[config.mk]
export PLATFORM = sky130hd
export DESIGN_NAME = e203_exu_longpwbck_mt
export DESIGN_NICKNAME = d
export VERILOG_FILES = /design/src/rtl/e203_exu_longpwbck_mt.sv
export SDC_FILE = /design/constraint.sdc
export NUM_CORES = 1
export LEC_CHECK = 0
export CORE_AREA = 2 2 86 88
export CTS_BUF_LIST = sky130_fd_sc_hd__clkbuf_4
export DETAILED_ROUTE_END_ITERATION = 8
export DIE_AREA = 0 0 88 90
export GPL_ROUTABILITY_DRIVEN = 0
export PLACE_DENSITY_LB_ADDON = 0.12
export SETUP_SLACK_MARGIN = 0.5
export SLEW_MARGIN = 5
export SYNTH_ARGS = -nofsm -noshare
export SYNTH_HDL_FRONTEND = slang
export SYNTH_SLANG_ARGS = --single-unit
[constraint.sdc]
create_clock -name clk -period 2.33 [get_ports clk]
set_clock_uncertainty 0.15 [all_clocks]
set_input_delay 0.3495 -clock clk [delete_from_list [all_inputs] [get_ports clk]]
set_output_delay 0.3495 -clock clk [all_outputs]
set_load 0.01 [all_outputs]
[src/rtl/e203_exu_longpwbck_mt.sv]
// e203_exu_longpwbck_mt: per-thread long-pipe writeback buffers with round-robin retire to OITF.
// Optional retire counters: E203_LONGP_WBCK_STAT_EN.  Rev 1.0
`default_nettype none

module e203_exu_longpwbck_mt #(
  parameter int THREADS = 2,
  parameter int ITAG_W  = 1,
  parameter int XLEN    = 32,
  parameter int RFIDX_W = 5
) (
  input  logic                       clk,
  input  logic                       rst_n,
  input  logic                       lsu_wbck_i_valid,
  output logic                       lsu_wbck_i_ready,
  input  logic [XLEN-1:0]            lsu_wbck_i_wdat,
  input  logic [ITAG_W-1:0]          lsu_wbck_i_itag,
  input  logic                       lsu_wbck_i_tid,
  input  logic                       lsu_wbck_i_err,
  input  logic [THREADS*ITAG_W-1:0]  oitf_ret_ptr,
  input  logic [THREADS*RFIDX_W-1:0] oitf_ret_rdidx,
  input  logic [THREADS-1:0]         oitf_ret_rdwen,
  input  logic [THREADS-1:0]         oitf_empty,
  output logic                       oitf_ret_ena,
  output logic [THREADS-1:0]         ret_thread_sel,
  output logic                       longp_wbck_o_valid,
  input  logic                       longp_wbck_o_ready,
  output logic [XLEN-1:0]            longp_wbck_o_wdat,
  output logic [RFIDX_W-1:0]         longp_wbck_o_rdidx,
  output logic                       longp_wbck_o_tid,
  output logic                       longp_excp_o_valid,
  input  logic                       longp_excp_o_ready,
  output logic                       longp_excp_o_tid
`ifdef E203_LONGP_WBCK_STAT_EN
  ,
  output logic [THREADS*16-1:0]      retire_cnt
`endif
);

  logic [THREADS-1:0] buf_vld_q;
  logic [THREADS-1:0] buf_err_q;
  logic [ITAG_W-1:0]  buf_itag_q [THREADS];
  logic [XLEN-1:0]    buf_wdat_q [THREADS];
  logic [ITAG_W-1:0]  ret_ptr_w  [THREADS];
  logic [RFIDX_W-1:0] rdidx_w    [THREADS];
  logic [THREADS-1:0] elig;

  logic rr_q;
  logic hold_q;
  logic hold_tid_q;
  logic gvld;
  logic gtid;
  logic out_req;
  logic complete;
  logic accept;

  assign lsu_wbck_i_ready = ~buf_vld_q[lsu_wbck_i_tid];
  assign accept           = lsu_wbck_i_valid & lsu_wbck_i_ready;

  generate
    for (genvar t = 0; t < THREADS; t++) begin : g_thr
      assign ret_ptr_w[t] = oitf_ret_ptr[t*ITAG_W +: ITAG_W];
      assign rdidx_w[t]   = oitf_ret_rdidx[t*RFIDX_W +: RFIDX_W];
      assign elig[t]      = buf_vld_q[t] & ~oitf_empty[t] & (buf_itag_q[t] == ret_ptr_w[t]);

      // A buffer cannot be refilled while occupied, so load and clear never collide.
      always_ff @(posedge clk or negedge rst_n) begin
        if (!rst_n) begin
          buf_vld_q[t]  <= 1'b0;
          buf_err_q[t]  <= 1'b0;
          buf_itag_q[t] <= '0;
          buf_wdat_q[t] <= '0;
        end else if (accept && (lsu_wbck_i_tid == 1'(t))) begin
          buf_vld_q[t]  <= 1'b1;
          buf_err_q[t]  <= lsu_wbck_i_err;
          buf_itag_q[t] <= lsu_wbck_i_itag;
          buf_wdat_q[t] <= lsu_wbck_i_wdat;
        end else if (complete && (gtid == 1'(t))) begin
          buf_vld_q[t]  <= 1'b0;
        end
      end

`ifdef E203_LONGP_WBCK_STAT_EN
      logic [15:0] cnt_q;
      always_ff @(posedge clk or negedge rst_n) begin
        if (!rst_n) begin
          cnt_q <= 16'd0;
        end else if (oitf_ret_ena && ret_thread_sel[t]) begin
          cnt_q <= cnt_q + 16'd1;
        end
      end
      assign retire_cnt[t*16 +: 16] = cnt_q;
`endif
    end
  endgenerate

  // A stalled request keeps its grant so a newly eligible thread cannot steal it.
  always_comb begin
    gvld = 1'b0;
    gtid = 1'b0;
    if (hold_q) begin
      gvld = elig[hold_tid_q];
      gtid = hold_tid_q;
    end else if (elig[rr_q]) begin
      gvld = 1'b1;
      gtid = rr_q;
    end else if (elig[~rr_q]) begin
      gvld = 1'b1;
      gtid = ~rr_q;
    end
  end

  assign out_req  = gvld & (buf_err_q[gtid] | oitf_ret_rdwen[gtid]);
  assign complete = gvld & (buf_err_q[gtid]      ? longp_excp_o_ready :
                            oitf_ret_rdwen[gtid] ? longp_wbck_o_ready : 1'b1);

  assign longp_excp_o_valid = gvld & buf_err_q[gtid];
  assign longp_excp_o_tid   = gtid;
  assign longp_wbck_o_valid = gvld & ~buf_err_q[gtid] & oitf_ret_rdwen[gtid];
  assign longp_wbck_o_wdat  = buf_wdat_q[gtid];
  assign longp_wbck_o_rdidx = rdidx_w[gtid];
  assign longp_wbck_o_tid   = gtid;

  assign oitf_ret_ena   = complete;
  assign ret_thread_sel = complete ? (THREADS'(1) << gtid) : '0;

  always_ff @(posedge clk or negedge rst_n) begin
    if (!rst_n) begin
      rr_q       <= 1'b0;
      hold_q     <= 1'b0;
      hold_tid_q <= 1'b0;
    end else begin
      hold_q     <= out_req & ~complete;
      hold_tid_q <= gtid;
      if (complete) begin
        rr_q <= ~gtid;
      end
    end
  end

endmodule

`default_nettype wire

==> results of run 1 <==
[cell usage after synthesis, drive strengths merged, types with 2 or more instances]
library cell  number
mux2             106
nor2b              2
nor3b              2
buf               10
nor2               3
dfrtp             73
inv                2
mux2i              4
o21ai              2
clkbuf             2
nand2b             3
[routing by layer]
metal	part of all wire [%]	routed length (µm)
met5	0	0
met4	0.83	64
met3	6.3	490
met2	48	3720
met1	45	3450
[area by class of cell]
cell class,count,area (µm²),area share (%)
repair buffers,140,1420,27.5
inverters,2,7.51,0.146
well taps,99,124,2.40
flip-flops and latches,73,1830,35.5
clock buffers,9,67.6,1.31
clock inverters,7,70.1,1.36
multi-input cells,136,1640,31.8
[logic make-up (layout without fill, tap and decap cells)]
group	count (synthesis)	in the layout	synth area share, %
xor gates and xnor gates	2	2	0.523
muxes	110	110	36.8
and+or+nand+nor	16	16	3.17
buffers and inverters	14	158	3.18
AOI/OAI and AO/OA	8	8	1.76
DFF	73	73	54.5
[cells in the final DEF (no fill, tap or decap), types with 2 or more instances in the layout]
cell type        instances
buf_4                   23
mux2_4                  36
clkdlybuf4s50_1         54
mux2i_1                  4
clkinv_2                 3
clkbuf_4                 9
buf_16                   3
buf_12                   5
buf_6                   37
buf_2                   16
mux2_2                  70
inv_1                    2
nor3b_4                  2
nand2b_1                 2
dfrtp_1                 73
nor2b_1                  2
[path summary, 6_finish.rpt]
path                            depth (start not counted)                    endpoint  slack [ps]                       start
worst min register to register                          1  buf_wdat_q[61]$_DFFE_PN0P_         370  buf_wdat_q[61]$_DFFE_PN0P_
worst max register to register                          9    buf_vld_q[1]$_DFFE_PN0P_         270   buf_itag_q[0]$_DFFE_PN0P_
max in group asynchronous                               3    buf_vld_q[1]$_DFFE_PN0P_        1070                       rst_n
worst min-delay path                                    2  buf_wdat_q[50]$_DFFE_PN0P_         290                       rst_n
min in group clk                                        1  buf_wdat_q[61]$_DFFE_PN0P_         370  buf_wdat_q[61]$_DFFE_PN0P_
worst max-delay path                                    9       longp_wbck_o_wdat[15]        -400             oitf_ret_ptr[1]
[sequential cells by signal, indices dropped and copies added, names as in the netlist]
signal,count
buf_err_q,2
buf_itag_q,2
buf_vld_q,2
buf_wdat_q,64
hold_q,1
hold_tid_q,1
rr_q,1
[per-stage QoR]
stage | total power, W | util (%) | setup TNS [ps]
global placement | 0.00561 | 66.9 | -25410
finish | 0.00700 | 73.4 | -13340
global route | 0.00742 | 73.4 | -17400
floorplan | 0.00428 | - | 0
CTS | 0.00688 | 71.8 | -16370
detailed placement | 0.00568 | 66.9 | -26580
[power by group through the flow]
stage / clock, W / sequential (W) / combinational [W]
global route: 0.000869 / 0.00236 / 0.00418
finish: 0.000776 / 0.00227 / 0.00395
floorplan: 0 / 0.00217 / 0.00211
CTS: 0.000805 / 0.00226 / 0.00382
detailed placement: 0 / 0.00229 / 0.00339
global placement: 0 / 0.00226 / 0.00335
[timing repair]
item / 4_1_cts / 5_1_grt
resized for setup: 221 / 15
hold buffers: 1 / 0
setup buffers: 13 / 6
pin swaps: 5 / 6
hold endpoints to repair: 36 / 0
setup endpoints to repair: 48 / 49
cloned: 3 / 0
[critical path: cells and delay by family]
kind	cells	cell delay, ps
AOI/OAI and AO/OA	2	450
xor gates and xnor gates	1	210
buffers and inverters	5	930
muxes	1	300
==> impl_results.md, run 1 <==
- Outcome: finished, violations left
- Failing checks: negative setup slack
- Final std cells w/o fill: 466
- Req. time, crit path: 1830 ps
- Crit-path max FO: 6
- Antenna Nets Post-Route: 0
- Max-slew violations: 0
- ANT cells: 0
- CTS sink cnt: 73
- Longest Clk Path Bufs: 2
- Placed insts: 427
- Net switching power: 0.00218 W
- Critical Path Max Stage Delay: 460 ps
- First-pass GRT wire length: 12.3 mm
- DR iter-0 viols: 110
- Critical Setup Path Class: primary input to output pin
- Net Count, Synth: 279
- Most used cell along the critical path: buf_12
- Clock period minus worst slack: 2730 ps
- Clk pwr share: 11.1%
- Reg clk slew, reported paths: 120 ps
- Number of max-cap violations: 0
- Die X: 88 µm
- Met1 usage: 28.9%
- Post-Place Worst Slack: -666 ps
- Relative slew slack: 61.6%
- Top FF cell, synth: dfrtp_1
- Initial Util: 47.7%
- Sequence of cells on the critical path: clkdlybuf4s50_1 -> xor2_2 -> o31ai_2 -> o21a_4 -> buf_12 -> buf_12 -> buf_16 -> mux2_4 -> buf_6
- Core Box Area: 7020 µm²
- Pin count of the biggest net entering global routing: 39
- Cell accounting for the most synthesized area: dfrtp_1
- RSZ-0062 raised after global routing: true
- PortBufs: 100
- Fillers: 498
- FFs w/ async S/R, synth: 100%
- Sequential share of the synthesized area: 54.5%
- Reg power frac: 32.5%
- 1st-pass router iterations: 4
- Ys Warns: 0
- GR peak layer: met2
- Row count: 31
- Post-DR vias/cell: 4.94
- Final instance area: 5150 µm²
- Worst-Margin Slew: 560 ps
- Later-pin clock latency in the skew report: 390 ps
- Nets: 418
- Root Driver: clkbuf_4
- # H-tree levels: 3
- Comb power frac: 56.5%
- Final worst slack: -399 ps
- M2 GR Usage: 30.8%
- # IOs: 101
- GR Util met3: 4.68%
- Synth Cell Area: 3350 µm²
- Hold/Removal Path Class: primary input to asynchronous set/reset pin
- Placed cell area: 4700 µm²
- DRC viols: 0
- Total die area: 7920 µm²
- Share of layout cells above drive strength 1: 60.2%
- CP arrival: 2230 ps
- Critical Path End Type: output pin
- CTS Buf Count: 9
- Setup crit start kind: primary input
- Switching share of power: 31.1%
- Per-cell routed wire length: 16.6 µm
- Vias in the first global route: 2,422
- Final setup vio count: 44
- Cell Int Power: 0.00482 W
- Layout area overhead: 53.8%
- Total Wirelength: 7.73 mm
- Grt ovf: 0
- Final HPWL DP: 4.96 mm
- Period utilization: 117%
- Leak: 2.31 nW
- Initial antenna violation count: 0
- Slowest-stage cell, CP: clkdlybuf4s50_1
- Synth Register Bits: 73
- GRT Util Overall: 20.4%
- Final hold violation count: 0
- CTS tree: done
- Min Hold Slack: 295 ps
- Worst vdd ir: 0.000717 V
- DIE HEIGHT: 90 µm
- Cells after synthesis: 223
- Post-synth EDFFs: 0
- Power Density: 1360 nW/µm²
- Post-synth top area share: 54.5%
- Count of different cell masters after synthesis: 29
- Via Count: 2,301
- Syn Area/Cell: 15.0 µm²
- Peak Freq: 366 MHz
- Top cells by area, synth: dfrtp_1 55%, mux2_2 35%, mux2i_1 1.2%
No activity file was read; power rests on OpenSTA's default activity.
==> run 2, diff against run 1 <==
Settings changed: PLACE_DENSITY set to 0.82, PLACE_DENSITY_LB_ADDON 0.12 to not set.
==> run 2 against run 1 <==
Effect of this change:
- the run still ends with negative setup slack left
- count of clock-buffer cells in the layout increased by 3
- highest routed layer unchanged
- sequential share of layout area down 0.49 points
- flip-flop and latch count unchanged
- critical endpoint is now longp_wbck_o_wdat[10]
==> impl_results.md, run 2 (same netlist as run 1, synthesis figures left out) <==
- Leak: 2.34 nW (+1.1%)
- Number of max-cap violations: 0 (unchanged)
- Nets: 415 (-0.72%)
- Clk pwr share: 10.9% (-0.2 points)
- Critical Path End Type: output pin
- Via Count: 2,294 (-0.30%)
- Register area: 1830 µm² (unchanged)
- Final setup vio count: 44 (unchanged)
- Final worst slack: -390 ps (+8.75 ps)
- Initial antenna violation count: 0 (unchanged)
- Comb power frac: 57.4% (+0.9 points)
- Critical Setup Path Class: primary input to output pin
- CP arrival: 2220 ps (about the same)
- CTS tree: done
- Setup crit start kind: primary input
- Switching share of power: 30.5% (-0.66 points)
- 1st-pass router iterations: 4 (unchanged)
- Max reg flops: 64 (unchanged)
- Worst-Margin Slew: 424 ps (-136 ps)
- DRC viols: 0 (unchanged)
- Die X: 88 µm (unchanged)
- Req. time, crit path: 1830 ps (about the same)
- CTS Buf Count: 9 (unchanged)
- Post-Place Worst Slack: -717 ps (-51.2 ps)
- Critical Path Start: oitf_ret_ptr[1]
- Biggest register: buf_wdat_q
- DR iter-0 viols: 74 (-33%)
- GRT Util Overall: 19.2% (-1.2 points)
- Reg-to-Reg Start: buf_itag_q[1]$_DFFE_PN0P_
- Net switching power: 0.00216 W (-0.93%)
- Power Density: 1360 nW/µm² (-0.19%)
- ANT cells: 0 (unchanged)
- Root Driver: clkbuf_4
- Fillers: 470 (-5.6%)
- Final std cells w/o fill: 463 (-0.64%)
- Antenna Nets Post-Route: 0 (unchanged)
- Per-cell routed wire length: 16.4 µm (-0.93%)
- Max-slew violations: 0 (unchanged)
- Initial Util: 47.7% (unchanged)
- Later-pin clock latency in the skew report: 390 ps (about the same)
- Row count: 31 (unchanged)
- Area used by multi-input combinational logic: 1660 µm² (+1.1%)
- FF-to-FF path depth: 11 (+2)
- Period utilization: 117% (-0.38 points)
- First-pass GRT wire length: 11.7 mm (-5.1%)
- Most common cell after layout, fill and taps aside: dfrtp_1
- FF-to-FF End: buf_vld_q[1]$_DFFE_PN0P_
- Core Box Area: 7020 µm² (unchanged)
- # H-tree levels: 3 (unchanged)
- Total Wirelength: 7.60 mm (-1.6%)
- Reg power frac: 31.8% (-0.7 points)
- Worst vdd ir: 0.000789 V (+10%)
- Layout area overhead: 56.0%
- Crit-path max FO: 6 (unchanged)
- Relative slew slack: 70.9% (+9.3 points)
- M2 GR Usage: 31.6% (+0.76 points)
- Clock period minus worst slack: 2720 ps (-8.75 ps)
- DIE HEIGHT: 90 µm (unchanged)
- R2R setup slack: 150 ps (-120 ps)
- GR peak layer: met2
- Vias in the first global route: 2,461 (+1.6%)
- Final HPWL DP: 4.97 mm (+0.11%)
- Final hold violation count: 0 (unchanged)
- PortBufs: 100 (unchanged)
- Hold/Removal Path Class: primary input to asynchronous set/reset pin
- # IOs: 101 (unchanged)
- Met1 usage: 24.9% (-4.0 points)
- Most frequent cells in the layout: 73 x dfrtp_1, 68 x mux2_2, 53 x clkdlybuf4s50_1
- Cell Int Power: 0.00492 W (+2.2%)
- Placed insts: 428 (+0.23%)
- Outcome: finished, violations left
- Grt ovf: 0 (unchanged)
- Post-DR vias/cell: 4.95 (+0.34%)
- Total die area: 7920 µm² (unchanged)
- GR Util met3: 5.69% (+1.0 points)
- Pin count of the biggest net entering global routing: 44 (+13%)
- Reg clk slew, reported paths: 120 ps (about the same)
- Longest Clk Path Bufs: 2 (unchanged)
- CTS sink cnt: 73 (unchanged)
- Failing checks: negative setup slack
- Peak Freq: 368 MHz (+0.32%)
- RSZ-0062 raised after global routing: true
- Share of layout cells above drive strength 1: 59.6% (-0.60 points)
## run 2: layout make-up
class                      instances  area share (%)
clock inverter                     4           0.838
timing repair buffer             137            28.2
inverter                           2           0.144
tap                               99            2.37
multi-input combinational        136            31.7
sequential                        73            35.0
clock buffer                      12            1.72
## run 2: repair_timing
item,in CTS,in global routing
resized for setup,241,7
pin swaps,5,6
gates cloned,2,1
setup buffers,11,4
hold endpoints to repair,30,0
hold buffers,1,0
setup endpoints to repair,48,53
## run 2: routing by layer
metal  share of wire, %  routed length [µm]
met1                 45                3420
met2                 49                3740
met3                4.2                 317
met4                1.6                 120
met5                  0                   0
## run 2: worst max-delay path by stage
stage / slack, ps / depth (start not counted) / to
3_3_place_gp: -640 / 8 / longp_wbck_o_valid
6_report: -390 / 9 / longp_wbck_o_wdat[10]
2_1_floorplan: 360 / 6 / longp_wbck_o_wdat[10]
5_1_grt: -480 / 8 / longp_wbck_o_wdat[13]
3_5_place_dp: -720 / 7 / oitf_ret_ena
4_1_cts: -430 / 8 / longp_wbck_o_wdat[9]
## run 2: critical path: stages
cell and delay, ps:
clkdlybuf4s50_1 450, xor2_2 200, o31ai_2 220, o21a_4 230, buf_6 120, buf_12 100
clkbuf_16 130, mux2_4 290, buf_6 120
## run 2: per-stage QoR
step	hold slack, ps	cell area [µm²]	total power [W]	TNS [ps]	util (%)
final	257	5220	0.00708	-13970	74.4
after global routing	266	5220	0.00747	-17950	74.4
after CTS	257	5140	0.00699	-14750	73.2
after detailed placement	156	4740	0.00574	-28910	67.5
after global placement	152	4740	0.00566	-26020	67.5
after floorplan	-96.1	3520	0.00428	0	-
## run 2: power groups by stage
stage | sequential (W) | combinational, W | clock [W]
2_1_floorplan | 0.00217 | 0.00211 | 0
3_3_place_gp | 0.00223 | 0.00342 | 0
3_5_place_dp | 0.00227 | 0.00348 | 0
4_1_cts | 0.00224 | 0.00396 | 0.000788
5_1_grt | 0.00233 | 0.00430 | 0.000839
6_report | 0.00225 | 0.00406 | 0.000769
==> run 3, diff against run 2 <==
Settings changed: MAX_ROUTING_LAYER set to met4, RECOVER_POWER set to 50.
==> run 3 against run 2 <==
Effect of this change:
- the flow still finishes with violations (negative setup slack)
- core utilization shrank 0.21 points
- critical path depth unchanged
- power is essentially flat
- hold slack improved by 110 ps
- flip-flop and latch count unchanged
- cell count unchanged
- count of clock-buffer cells in the layout did not move
- sequential power about the same
- cell area down 0.29%
- clock power about the same
- via count barely moved
- die area unchanged
- highest routed layer unchanged
==> impl_results.md, run 3 (same netlist as run 1, synthesis figures left out) <==
- Reg clk slew, reported paths: 110 ps (about the same)
- Failing checks: negative setup slack
- Pin count of the biggest net entering global routing: 44 (unchanged)
- Req. time, crit path: 1830 ps (about the same)
- CTS tree: done
- Via Count: 2,293 (-0.044%)
- Clock period minus worst slack: 2720 ps (-4.99 ps)
- Critical Path End Type: output pin
- Grt ovf: 0 (unchanged)
- Outcome: finished, violations left
- Total die area: 7920 µm² (unchanged)
- Setup crit start kind: primary input
- Setup_tns: -13,770 ps (+200 ps)
- ANT cells: 0 (unchanged)
- Worst-Margin Slew: 735 ps (+311 ps)
- Power Density: 1360 nW/µm² (+0.24%)
- GRT Util Overall: 19.7% (+0.54 points)
- Later-pin clock latency in the skew report: 390 ps (about the same)
- Post-DR vias/cell: 4.95 (about the same)
- RSZ-0062 raised after global routing: true
- Critical Setup Path Class: primary input to output pin
- Min Hold Slack: 362 ps (+105 ps)
- Fillers: 473 (+0.64%)
- Final HPWL DP: 4.97 mm (unchanged)
- CTS Buf Count: 9 (unchanged)
- Die X: 88 µm (unchanged)
- Reg-to-Reg Start: buf_itag_q[1]$_DFFE_PN0P_
- DRC viols: 0 (unchanged)
- Crit-path max FO: 8 (+2)
- Worst vdd ir: 0.000788 V (about the same)
- Hold/Removal Path Class: flip-flop to flip-flop
- First-pass GRT wire length: 11.7 mm (-0.18%)
- Placed insts: 428 (unchanged)
- Vias in the first global route: 2,462 (+0.041%)
- Period utilization: 117% (-0.21 points)
- DIE HEIGHT: 90 µm (unchanged)
- CP arrival: 2220 ps (about the same)
- Critical Path Start: oitf_ret_ptr[1]
- Peak Freq: 368 MHz (+0.18%)
- Relative slew slack: 51.0% (-20 points)
- Antenna Nets Post-Route: 0 (unchanged)
- Layout area overhead: 55.5%
- Initial antenna violation count: 0 (unchanged)
- Biggest register: buf_wdat_q
- Hold_sp: buf_wdat_q[7]$_DFFE_PN0P_
- Final worst slack: -385 ps (+4.99 ps)
- Most frequent cells in the layout: 73 x dfrtp_1, 68 x mux2_2, 53 x clkdlybuf4s50_1
- Nets: 415 (unchanged)
- Total Wirelength: 7.57 mm (-0.41%)
- Util after Layout: 74.2% (-0.21 points)
- Final std cells w/o fill: 463 (unchanged)
- 1st-pass router iterations: 4 (unchanged)
- Final setup vio count: 44 (unchanged)
- Core Box Area: 7020 µm² (unchanged)
- Leak: 2.33 nW (-0.23%)
- PortBufs: 100 (unchanged)
- Max reg flops: 64 (unchanged)
- Final hold violation count: 0 (unchanged)
- Number of max-cap violations: 0 (unchanged)
- CTS sink cnt: 73 (unchanged)
- DR iter-0 viols: 75 (+1.4%)
- Root Driver: clkbuf_4
- Most common cell after layout, fill and taps aside: dfrtp_1
- # IOs: 101 (unchanged)
- Share of layout cells above drive strength 1: 59.6% (unchanged)
- # H-tree levels: 3 (unchanged)
- Max-slew violations: 0 (unchanged)
- Longest Clk Path Bufs: 2 (unchanged)
- Initial Util: 47.7% (unchanged)
- Row count: 31 (unchanged)
- Per-cell routed wire length: 16.4 µm (-0.41%)
run 3: changes by cell type in the layout (fill, tap and decap cells not counted), sizes merged:
cell    previous run  this run
buf               81        79
clkbuf            13        15
run 3: final timing paths:
check	end	slack, ps	cells past startpoint
worst max-delay path	longp_wbck_o_wdat[13]	-390	9
worst min-delay path	buf_wdat_q[7]$_DFFE_PN0P_	360	1
worst max register to register	buf_vld_q[1]$_DFFE_PN0P_	150	11
worst min register to register	buf_wdat_q[7]$_DFFE_PN0P_	360	1
max in group asynchronous	rr_q$_DFFE_PN0N_	530	3
min in group asynchronous	buf_wdat_q[42]$_DFFE_PN0P_	380	2
run 3: where the power goes:
part | total [W] | leakage [nW] | internal [W] | switching, W
Clock | 0.000772 | 0.0787 | 0.000358 | 0.000413
Sequential | 0.00225 | 0.868 | 0.00190 | 0.000349
Combinational | 0.00406 | 1.39 | 0.00266 | 0.00140
Total | 0.00708 | 2.33 | 0.00492 | 0.00216
run 3: metrics by stage:
stage | instance area [µm²] | total power [W] | worst slack, ps
floorplan | 3520 | 0.00428 | 360
global placement | 4740 | 0.00566 | -641
detailed placement | 4740 | 0.00574 | -717
CTS | 5140 | 0.00699 | -430
global route | 5210 | 0.00746 | -478
finish | 5210 | 0.00708 | -385
run 3: cell type report:
type / count / area [µm²] / area share, %
Clock buffer: 12 / 90.1 / 1.73
Clock inverter: 4 / 43.8 / 0.841
Inverter: 2 / 7.51 / 0.144
Multi-Input combinational cell: 136 / 1660 / 31.8
Sequential cell: 73 / 1830 / 35.1
Tap cell: 99 / 124 / 2.38
Timing Repair Buffer: 137 / 1460 / 28.0
run 3: per-layer routing:
metal  global-route usage [%]  share of wire (%)
met1                     25.0                 45
met2                     31.6                 50
met3                     5.51                4.1
met4                     4.49                1.2
met5                        -                  0
run 3: critical path, cell delays in order:
cell	delay (ps)
clkdlybuf4s50_1	450
xor2_2	200
o31ai_2	220
o21a_4	230
buf_12	120
buf_12	130
buf_12	110
mux2_4	290
buf_6	120
run 3: timing repair:
item,4_1_cts,5_1_grt
hold endpoints to repair,30,0
endpoints found under the setup margin,48,53
gates resized for setup,241,7
setup buffers,11,4
pin swaps,5,6
cloned,2,1
hold buffers,1,0
